**src/rtl/ddr_port1_reader.sv**
```systemverilog
// ddr_port1_reader
// Display-side read engine for a double-buffered DDR frame store. Each frame it
// reads the buffer that the port-0 writer is not filling, using MCB port 1, and
// holds the data in a local pixel FIFO that the VGA timing stage pops on demand.
// Commands are credit-limited: a burst is only requested when the FIFO is sure to
// have room for it, so returning data never has to be throttled.
//
// Optional build macro DDR_RD_TESTPATTERN_EN: when defined, each FIFO entry is a
// per-frame running count of received words instead of the MCB read data. This
// lets bandwidth and underflow be exercised without real frame contents.
module ddr_port1_reader #(
    parameter int BURST_LEN   = 32,
    parameter int FRAME_WORDS = 1310720,
    parameter int FIFO_DEPTH  = 128
) (
    input  logic        clk,
    input  logic        reset_n,
    input  logic        mem_calib_done,
    input  logic        memory_frame,
    input  logic        frame_start,
    input  logic        pixel_rd,
    output logic [23:0] pixel,
    output logic        pixel_valid,
    output logic        underflow,
    output logic        p1_cmd_en,
    output logic [2:0]  p1_cmd_instr,
    output logic [5:0]  p1_cmd_bl,
    output logic [29:0] p1_cmd_byte_addr,
    input  logic        p1_cmd_full,
    output logic        p1_rd_en,
    input  logic [31:0] p1_rd_data,
    input  logic        p1_rd_empty
);

    localparam int AW = $clog2(FIFO_DEPTH);

    localparam logic [2:0] ST_IDLE       = 3'd0;
    localparam logic [2:0] ST_WAIT_FRAME = 3'd1;
    localparam logic [2:0] ST_REQ        = 3'd2;
    localparam logic [2:0] ST_ISSUE      = 3'd3;
    localparam logic [2:0] ST_FLUSH      = 3'd4;

    // Byte address of the second frame buffer.
    localparam logic [29:0] BUF1_BASE = 30'd5242880;

    // MCB read command encoding.
    localparam logic [2:0] INSTR_READ = 3'b001;

    // ------------------------------------------------------------------
    // Registers
    // ------------------------------------------------------------------
    logic        r_calib_meta;
    logic        r_calib_sync;
    logic [2:0]  r_state;
    logic [29:0] r_base;
    logic [21:0] r_word_idx;
    logic [7:0]  r_outstanding;
    logic        r_underflow;

    logic        r_cmd_en;
    logic [2:0]  r_cmd_instr;
    logic [5:0]  r_cmd_bl;
    logic [29:0] r_cmd_addr;

    logic [23:0]   r_fifo_mem [FIFO_DEPTH];
    logic [AW-1:0] r_wr_ptr;
    logic [AW-1:0] r_rd_ptr;
    logic [AW:0]   r_fifo_count;

    // ------------------------------------------------------------------
    // Combinational control
    // ------------------------------------------------------------------
    logic        w_rd_pop;
    logic        w_fifo_push;
    logic        w_fifo_pop;
    logic        w_fifo_empty;
    logic        w_flush_done;
    logic        w_frame_accept;
    logic        w_new_frame;
    logic        w_issue;
    logic        w_more_words;
    logic        w_frame_done;
    logic        w_credit_ok;
    logic [31:0] w_credit_sum;
    logic [29:0] w_frame_base;
    logic [29:0] w_cmd_addr;
    logic [23:0] w_fifo_wdata;

    // Data is drained from the MCB whenever words are owed to us, in every
    // state; during a flush the popped words are simply not stored.
    assign w_rd_pop     = !p1_rd_empty && (r_outstanding != 8'd0);
    assign w_fifo_push  = w_rd_pop && (r_state != ST_FLUSH);
    assign w_fifo_empty = (r_fifo_count == '0);
    assign w_fifo_pop   = pixel_rd && !w_fifo_empty;

    // A flush ends once every owed word has been discarded.
    assign w_flush_done   = (r_state == ST_FLUSH) && (r_outstanding == 8'd0);
    assign w_frame_accept = frame_start &&
                            ((r_state == ST_WAIT_FRAME) || (r_state == ST_REQ) ||
                             (r_state == ST_ISSUE));
    // Per-frame bookkeeping restarts on a clean frame start or at flush exit.
    assign w_new_frame  = ((r_state == ST_WAIT_FRAME) && frame_start) || w_flush_done;
    assign w_issue      = (r_state == ST_ISSUE);

    assign w_more_words = ({10'd0, r_word_idx} < 32'(FRAME_WORDS));
    assign w_frame_done = ({10'd0, r_word_idx} == 32'(FRAME_WORDS));

    // Words already buffered plus words still owed plus the new burst must fit.
    assign w_credit_sum = 32'(r_fifo_count) + 32'(r_outstanding) + 32'(BURST_LEN);
    assign w_credit_ok  = (w_credit_sum <= 32'(FIFO_DEPTH));

    assign w_frame_base = memory_frame ? BUF1_BASE : 30'd0;
    assign w_cmd_addr   = r_base + {6'd0, r_word_idx, 2'b00};

`ifdef DDR_RD_TESTPATTERN_EN
    logic [23:0] r_word_idx_rx;
    logic        w_unused_data;

    assign w_fifo_wdata  = r_word_idx_rx;
    assign w_unused_data = &{1'b0, p1_rd_data};

    // Running count of words stored this frame, used as the pixel value.
    always_ff @(posedge clk or negedge reset_n) begin
        if (!reset_n) begin
            r_word_idx_rx <= 24'd0;
        end else if (w_new_frame) begin
            r_word_idx_rx <= 24'd0;
        end else if (w_fifo_push) begin
            r_word_idx_rx <= r_word_idx_rx + 24'd1;
        end
    end
`else
    logic [7:0] w_unused_data;

    assign w_fifo_wdata  = p1_rd_data[23:0];
    assign w_unused_data = p1_rd_data[31:24];
`endif

    // ------------------------------------------------------------------
    // Calibration-done synchroniser (asynchronous source)
    // ------------------------------------------------------------------
    // Two-flop synchroniser for the MCB calibration flag.
    always_ff @(posedge clk or negedge reset_n) begin
        if (!reset_n) begin
            r_calib_meta <= 1'b0;
            r_calib_sync <= 1'b0;
        end else begin
            r_calib_meta <= mem_calib_done;
            r_calib_sync <= r_calib_meta;
        end
    end

    // ------------------------------------------------------------------
    // Main FSM: frame sequencing and command generation
    // ------------------------------------------------------------------
    // Walks the frame in bursts; the command fields are registered so the MCB
    // sees a clean one-cycle command in the ISSUE state.
    always_ff @(posedge clk or negedge reset_n) begin
        if (!reset_n) begin
            r_state     <= ST_IDLE;
            r_base      <= 30'd0;
            r_word_idx  <= 22'd0;
            r_cmd_en    <= 1'b0;
            r_cmd_instr <= 3'd0;
            r_cmd_bl    <= 6'd0;
            r_cmd_addr  <= 30'd0;
        end else begin
            r_cmd_en <= 1'b0;
            // The new buffer is chosen only when a frame start is accepted.
            if (w_frame_accept) begin
                r_base <= w_frame_base;
            end
            case (r_state)
                ST_IDLE: begin
                    if (r_calib_sync) begin
                        r_state <= ST_WAIT_FRAME;
                    end
                end
                ST_WAIT_FRAME: begin
                    if (frame_start) begin
                        r_word_idx <= 22'd0;
                        r_state    <= ST_REQ;
                    end
                end
                ST_REQ: begin
                    if (frame_start) begin
                        r_state <= ST_FLUSH;
                    end else if (w_more_words && !p1_cmd_full && w_credit_ok) begin
                        r_cmd_en    <= 1'b1;
                        r_cmd_instr <= INSTR_READ;
                        r_cmd_bl    <= 6'(BURST_LEN - 1);
                        r_cmd_addr  <= w_cmd_addr;
                        r_state     <= ST_ISSUE;
                    end else if (w_frame_done && (r_outstanding == 8'd0)) begin
                        r_state <= ST_WAIT_FRAME;
                    end
                end
                ST_ISSUE: begin
                    // The command goes out this cycle regardless of a restart,
                    // so its words are still accounted for and later discarded.
                    r_word_idx <= r_word_idx + 22'(BURST_LEN);
                    if (frame_start) begin
                        r_state <= ST_FLUSH;
                    end else begin
                        r_state <= ST_REQ;
                    end
                end
                ST_FLUSH: begin
                    if (r_outstanding == 8'd0) begin
                        r_word_idx <= 22'd0;
                        r_state    <= ST_REQ;
                    end
                end
                default: begin
                    r_state <= ST_IDLE;
                end
            endcase
        end
    end

    // ------------------------------------------------------------------
    // Outstanding-word credit counter
    // ------------------------------------------------------------------
    // Counts words requested from the MCB but not yet popped.
    always_ff @(posedge clk or negedge reset_n) begin
        if (!reset_n) begin
            r_outstanding <= 8'd0;
        end else if ((r_state == ST_WAIT_FRAME) && frame_start) begin
            r_outstanding <= 8'd0;
        end else begin
            r_outstanding <= r_outstanding
                           + (w_issue  ? 8'(BURST_LEN) : 8'd0)
                           - (w_rd_pop ? 8'd1          : 8'd0);
        end
    end

    // ------------------------------------------------------------------
    // Underflow flag
    // ------------------------------------------------------------------
    // Sticky record of a display read against an empty FIFO, cleared per frame.
    always_ff @(posedge clk or negedge reset_n) begin
        if (!reset_n) begin
            r_underflow <= 1'b0;
        end else if (w_new_frame) begin
            r_underflow <= 1'b0;
        end else if (pixel_rd && w_fifo_empty) begin
            r_underflow <= 1'b1;
        end
    end

    // ------------------------------------------------------------------
    // Local pixel FIFO
    // ------------------------------------------------------------------
    // Storage array; the head is read asynchronously so a word written into an
    // empty FIFO is visible on the very next cycle.
    always_ff @(posedge clk) begin
        if (w_fifo_push) begin
            r_fifo_mem[r_wr_ptr] <= w_fifo_wdata;
        end
    end

    // Pointers and occupancy; a flush exit discards everything still buffered.
    always_ff @(posedge clk or negedge reset_n) begin
        if (!reset_n) begin
            r_wr_ptr     <= '0;
            r_rd_ptr     <= '0;
            r_fifo_count <= '0;
        end else if (w_flush_done) begin
            r_wr_ptr     <= '0;
            r_rd_ptr     <= '0;
            r_fifo_count <= '0;
        end else begin
            if (w_fifo_push) begin
                r_wr_ptr <= r_wr_ptr + 1'b1;
            end
            if (w_fifo_pop) begin
                r_rd_ptr <= r_rd_ptr + 1'b1;
            end
            case ({w_fifo_push, w_fifo_pop})
                2'b10:   r_fifo_count <= r_fifo_count + 1'b1;
                2'b01:   r_fifo_count <= r_fifo_count - 1'b1;
                default: r_fifo_count <= r_fifo_count;
            endcase
        end
    end

    // ------------------------------------------------------------------
    // Outputs
    // ------------------------------------------------------------------
    assign pixel            = w_fifo_empty ? 24'd0 : r_fifo_mem[r_rd_ptr];
    assign pixel_valid      = !w_fifo_empty;
    assign underflow        = r_underflow;
    assign p1_cmd_en        = r_cmd_en;
    assign p1_cmd_instr     = r_cmd_instr;
    assign p1_cmd_bl        = r_cmd_bl;
    assign p1_cmd_byte_addr = r_cmd_addr;
    assign p1_rd_en         = w_rd_pop;

endmodule

```
**config.mk**
```make
export PLATFORM = sky130hd
export DESIGN_NAME = ddr_port1_reader
export DESIGN_NICKNAME = d
export VERILOG_FILES = /design/src/rtl/ddr_port1_reader.sv
export SDC_FILE = /design/constraint.sdc
export NUM_CORES = 2
export LEC_CHECK = 0
export CAP_MARGIN = 5
export CELL_PAD_IN_SITES_DETAIL_PLACEMENT = 1
export CELL_PAD_IN_SITES_GLOBAL_PLACEMENT = 2
export CORE_MARGIN = 3
export CORE_UTILIZATION = 46
export DETAILED_ROUTE_END_ITERATION = 7
export PLACE_DENSITY = 0.75
export SYNTH_ARGS = -nofsm -noshare
export SYNTH_HDL_FRONTEND = slang
export SYNTH_SLANG_ARGS = --single-unit
export TNS_END_PERCENT = 20
```
**constraint.sdc**
```tcl
create_clock -name clk -period 3.7 [get_ports clk]
set_clock_uncertainty 0.05 [all_clocks]
set_input_delay 0.925 -clock clk [delete_from_list [all_inputs] [get_ports clk]]
set_output_delay 0.925 -clock clk [all_outputs]
set_load 0.005 [all_outputs]
```
# Yosys cells after proc, flatten, opt, wreduce, memory -nomap -nowiden
# Memory sizes are Yosys's and may differ from the RTL's.
# Cells that the tools add are included.
# word_totals
ff_bits,121
ramBits,3072
wordCells,97
memories,1
# memory_table
memory,depth,width,read_ports,rd_clocked_by_memory_dff,write_ports,line,text
r_fifo_mem,128,24,1,0,1,65,logic [23:0] r_fifo_mem [FIFO_DEPTH];
# classes
add_sub_neg,10
order_cmp,2
n_eq_ne,12
n_mux,29
bitwise,1
reduce_logical,28
# op_table
op,n
case mux 22 bit (3 select lines),1
two-way mux 22 bit,2
adder 30 x 24 -> 30 bit,1
two-way mux 7 bit,4
two-way mux 24 bit,1
two-way mux 23 bit,1
"adder 22 x 6 -> 22 bit, second input constant",1
"== test 22 x 21 -> 1 bit, second input constant",1
"less-than comparator 22 x 21 -> 1 bit, second input constant",1
two-way mux 3 bit,7
zero test 8 bit,2
two-way mux 8 bit,2
case mux 8 bit (2 select lines),1
case mux 3 bit (5 select lines),1
"adder 7 x 1 -> 7 bit, second input constant",2
"adder 9 x 6 -> 10 bit, second input constant",1
"<= comparator 10 x 8 -> 1 bit, second input constant",1
logical AND 1 bit,10
adder 8 x 8 -> 9 bit,1
"adder 8 x 1 -> 8 bit, second input constant",1
adder 8 x 6 -> 8 bit,1
two-way mux 1 bit,8
nonzero test 8 bit,1
subtractor 8 x 1 -> 8 bit,1
other kinds (19),29

# Depth between registers and ports, before layout
# logic_depth
word_depth,7
depth_mapped,15

# Least setup slack after synthesis
# OpenSTA, ideal clock, no wires.
# synth_path
path_type,input to register
start,in p1_rd_empty
end,mem r_fifo_mem[111][0] (enable)
setup_time_ps,405
arrival_time_ps,3269
slack_ps,-24
cell_stages,8
path_cell_list,a21oi_1 -> and2_1 -> buf_2 -> and2_1 -> clkbuf_1 -> nand3_1 -> buf_2 -> nor2_1
# synth_between
elab_chain_len,5
# synth_lines
item,line,text
"start, declared",32,input logic p1_rd_empty
zero test 1 bit,91,assign w_rd_pop = !p1_rd_empty && (r_outstanding != 8'd0);
logical AND 1 bit,91,
logical AND 1 bit,92,assign w_fifo_push = w_rd_pop && (r_state != ST_FLUSH);
two-way mux 1 bit,257,if (w_fifo_push) begin
two-way mux 1 bit (not written as such),258,r_fifo_mem[r_wr_ptr] <= w_fifo_wdata;
"end, declared",65,
# No other way between the ends.

# Worst setup path after layout
# layout_path
start,reg r_rd_ptr[0]
end,out pixel[20]
# layout_between
elab_chain_len,2
# layout_lines
item,line,text
"start, declared",67,logic [AW-1:0] r_rd_ptr;
"start signal, assigned",277,r_rd_ptr <= r_rd_ptr + 1'b1;
memory (128 x 24 bit),-,
two-way mux 24 bit,290,assign pixel = w_fifo_empty ? 24'd0 : r_fifo_mem[r_rd_ptr];
"end, declared",22,"output logic [23:0] pixel,"
# No other way between the ends.

==> impl_results.md <==
* Area contributors post-synth: edfxtp_1 75%, mux4_2 13%, mux2i_1 2.0%, dfrtp_1 1.5%, nor2_1 0.69%
* Post-synth EDFFs at approximately 3100
* Final hold vios at 0
* Fin nets at 6837
* Htree depth at 5
* GRT Residual Overflow at 0
* Cell taking the most area after synthesis: edfxtp_1
* Worst Setup End Kind: output port
* Clk root buf: clkbuf_16
* CTS Buffer Depth at 4
* Largest net degree at the start of global routing at 129
* Unrepaired setup endpoints after global routing: yes
* Worst path cell trace: buf_12, buf_12, buf_16, buf_16, buf_12, buf_12, mux4_2, mux2i_1, o22ai_1, nor2_2, a221oi_4, buf_6, buf_6
* Yosys warning count at 0
* DR pass1 iterations at 5
* Die Y at 522 um
* MaxCap Viol Count at 0
* Clk_lat worst skew at roughly 0.91 ns
* Failing checks: negative setup slack
* Number of buffers added on ports at 83
* Initial DRC Count at slightly below 10000
* Starting Density at 0.464
* TritonCTS buffer count at 330
* Syn_area_per_cell at 21.7 sq um
* Worst R2R End: r_fifo_count[7]$_DFFE_PN0P_
* Pwr Density at approximately 780 mW/mm^2
* Row count at 188
* Synth Area in Adders at 0.00428
* Worst EP required at ~2.7 ns
* Worst rel slew slack at 0.264
* Per-cell routed wire length at 37.1 um
* Drt drc at 0
* IO Count at approximately 110
* Hold slack at 0.182 ns
* Post-synth top cells: 3072 x edfxtp_1, 698 x mux4_2, 248 x mux2i_1, 225 x nor2_1, 123 x a21oi_1
* Compound-Gate Fraction of Synth Area at 0.0327
* Register-to-Register Path Depth at 14
* Synthesized cell area at between 0.1 and 0.15 sq mm
* CTS tree: built
* CP max stage delay at about 0.54 ns
* Detailed-route via count at approximately 67000
* Main combinational cell family by area after synthesis: multiplexers
* Combinational power share at 0.382
* Sw frac at 0.326
* Run status: complete, but fails checks
* Reg-to-reg setup timing slack at -0.41 ns
* Remaining antenna violation count after routing at 0
* Asr flop ratio synth at 0.0235
* Fmax at 196 MHz
* Critical Path Source Type: flop
* Clk sinks at 3146
* Die area at roughly 0.27 sq mm
* Die width at about 520 um
* Final setup margin at -1.39 ns
* CP max FO at 8
* P&R area growth vs syn at 22.8%
* CP most frequent cell: buf_12
* Antenna violations before repair at 14
* Final Instance Count excl. Fillers at 10535
* Core area at between 0.2 and 0.3 sq mm
* Mux cell area share after synthesis at 0.154
* CP Class: flop to output port
* P_sw at between 30000 and 40000 uW
* Via-to-Cell Ratio at around 6.3
* Flop pwr share at 0.344
* Most frequent cell after synthesis: edfxtp_1
* WL final at ~400000 um
* IR drop worst, VDD at 514 uV
* CTS clock-pin slew for the worst setup and hold paths at roughly 0.060 ns
* CP startpoint: r_rd_ptr[0]$_DFFE_PN0P_
* Final Setup Violations at 28
* Measured slew at the worst slew-check pin at approximately 1.1 ns
* FF+latch count, synth at roughly 3100
* Simple-Gate Fraction of Synth Area at 0.0183
* Clock period minus worst slack at 5.09 ns
* CP max stage cell: dfrtp_4
* Leakage power at about 0.05 uW
* XOR/XNOR share of the synthesized area at 0.00279
* Sequential area share after synthesis at 0.770
* Critical R2R Launch: r_fifo_count[2]$_DFFE_PN0P_
* Internal at 79200 uW
* DP HPWL at between 200000 and 250000 um
* Top cell type's share of synthesized area at 0.755
* DP Cell Count at a little under 10000
* Syn Inst Count at 5636
* WP data arrival at 4.12 ns
* GPL Wtd Cong at a little under 0.9
* Worst Hold Class: input pin to asynchronous set/reset pin
* Max-slew violations at 0
* Clk network pwr share at 0.274
* Main flop type after synthesis: edfxtp_1
* Total Routing Usage GR at 0.285
* First-pass GRT wire length at between 500000 and 600000 um
* Period utilisation layout at 1.38
* Post-synth cell types at between 70 and 80
* Layout cells sized above 1 at 0.374
* Vias in the first global route at 68743
-- critical path, delay by kind of cell, from the launching register on --
family	cells	cell delay, ns
flops	1	0.54
compound gates	2	0.84
simple gates	1	0.16
buf+inv	8	1.18
mux	2	0.44
-- sequential cells by signal, summed over array words and instances (netlist names) --
signal            flops
p1_cmd_bl             1
p1_cmd_byte_addr     18
p1_cmd_en             1
r_base                1
r_calib_meta          1
r_calib_sync          1
r_fifo_count          8
r_fifo_mem         3072
r_outstanding         8
r_rd_ptr              7
r_state               3
r_word_idx           17
r_wr_ptr              7
underflow             1
-- cell usage in the layout (no fill, tap or decap), types with 35 or more instances in the layout --
cell / n
clkbuf_1: 85
clkbuf_16: 338
mux2i_1: 232
mux4_2: 702
nor2_2: 118
edfxtp_1: 3072
a221oi_2: 35
buf_4: 652
nor2_1: 86
nand3_1: 36
a21oi_1: 90
clkinv_2: 48
ha_1: 37
buf_6: 75
a22oi_1: 69
buf_12: 279
nand2_1: 91
o21ai_0: 36
dfrtp_1: 65
clkinv_1: 58
-- per-stage QoR --
stage,total power (uW),utilization,TNS [ns],worst slack [ns],area (sq um)
floorplan,60300,-,-4.29,-0.0237,122000
global placement,78700,0.515,-26.02,-1.61,136000
detailed placement,79400,0.515,-27.11,-1.56,136000
CTS,116000,0.567,-32.45,-1.40,149000
global route,121000,0.570,-33.74,-1.44,150000
finish,117000,0.570,-31.70,-1.39,150000
-- routing by layer --
layer  part of all wire  routed length, um  global-route usage
met4              0.045              17500               0.113
met5           0.000043                 17                   0
met3              0.092              36100              0.0534
met2               0.48             189000               0.458
met1               0.38             148000               0.390
-- cell families (layout without fill, tap and decap cells) --
group           count (synthesis)  count (layout)
flops                        3146            3146
simple gates                  491             491
buf+inv                       356            1717
compound gates                577             577
xor+xnor                       39              39
other cells                     1              24
fa+ha+maj                      40              40
mux                           986             986
-- power groups by stage --
stage          registers [uW]  logic, uW  clock network [uW]
3_3_place_gp            41100      37600                   0
5_1_grt                 40400      46400               34000
2_1_floorplan           40900      19400                   0
4_1_cts                 40300      43400               32600
6_report                40300      44800               32200
3_5_place_dp            41100      38200                   0
-- how the worst max path moves through the flow --
stage                                         to  slack, ns  depth (start not counted)
finish                                 pixel[20]      -1.39                         13
detailed placement                      pixel[1]      -1.56                         12
floorplan           r_fifo_mem[111][0]$_DFFE_PP_      -0.02                          8
global placement                        pixel[1]      -1.61                         12
global route                           pixel[19]      -1.44                         13
CTS                                     pixel[4]      -1.40                         12
-- what timing repair did --
item | 4_1_cts | 5_1_grt
pin swaps | 101 | 58
endpoints found under the setup margin | 29 | 47
cloned | 20 | 2
setup buffers | 99 | 37
hold buffers | 0 | 0
resized for setup | 500 | 110
-- layout make-up --
cell class | count | area (sq um)
multi-input cells | 2148 | 28200
repair buffers | 1103 | 13000
flip-flops and latches | 3146 | 94100
well taps | 3515 | 4400
clock inverters | 161 | 1510
inverters | 28 | 108
diodes | 9 | 22.5
fillers | 22368 | 113000
clock buffers | 425 | 8780
Power figures use the tool's default switching activity.
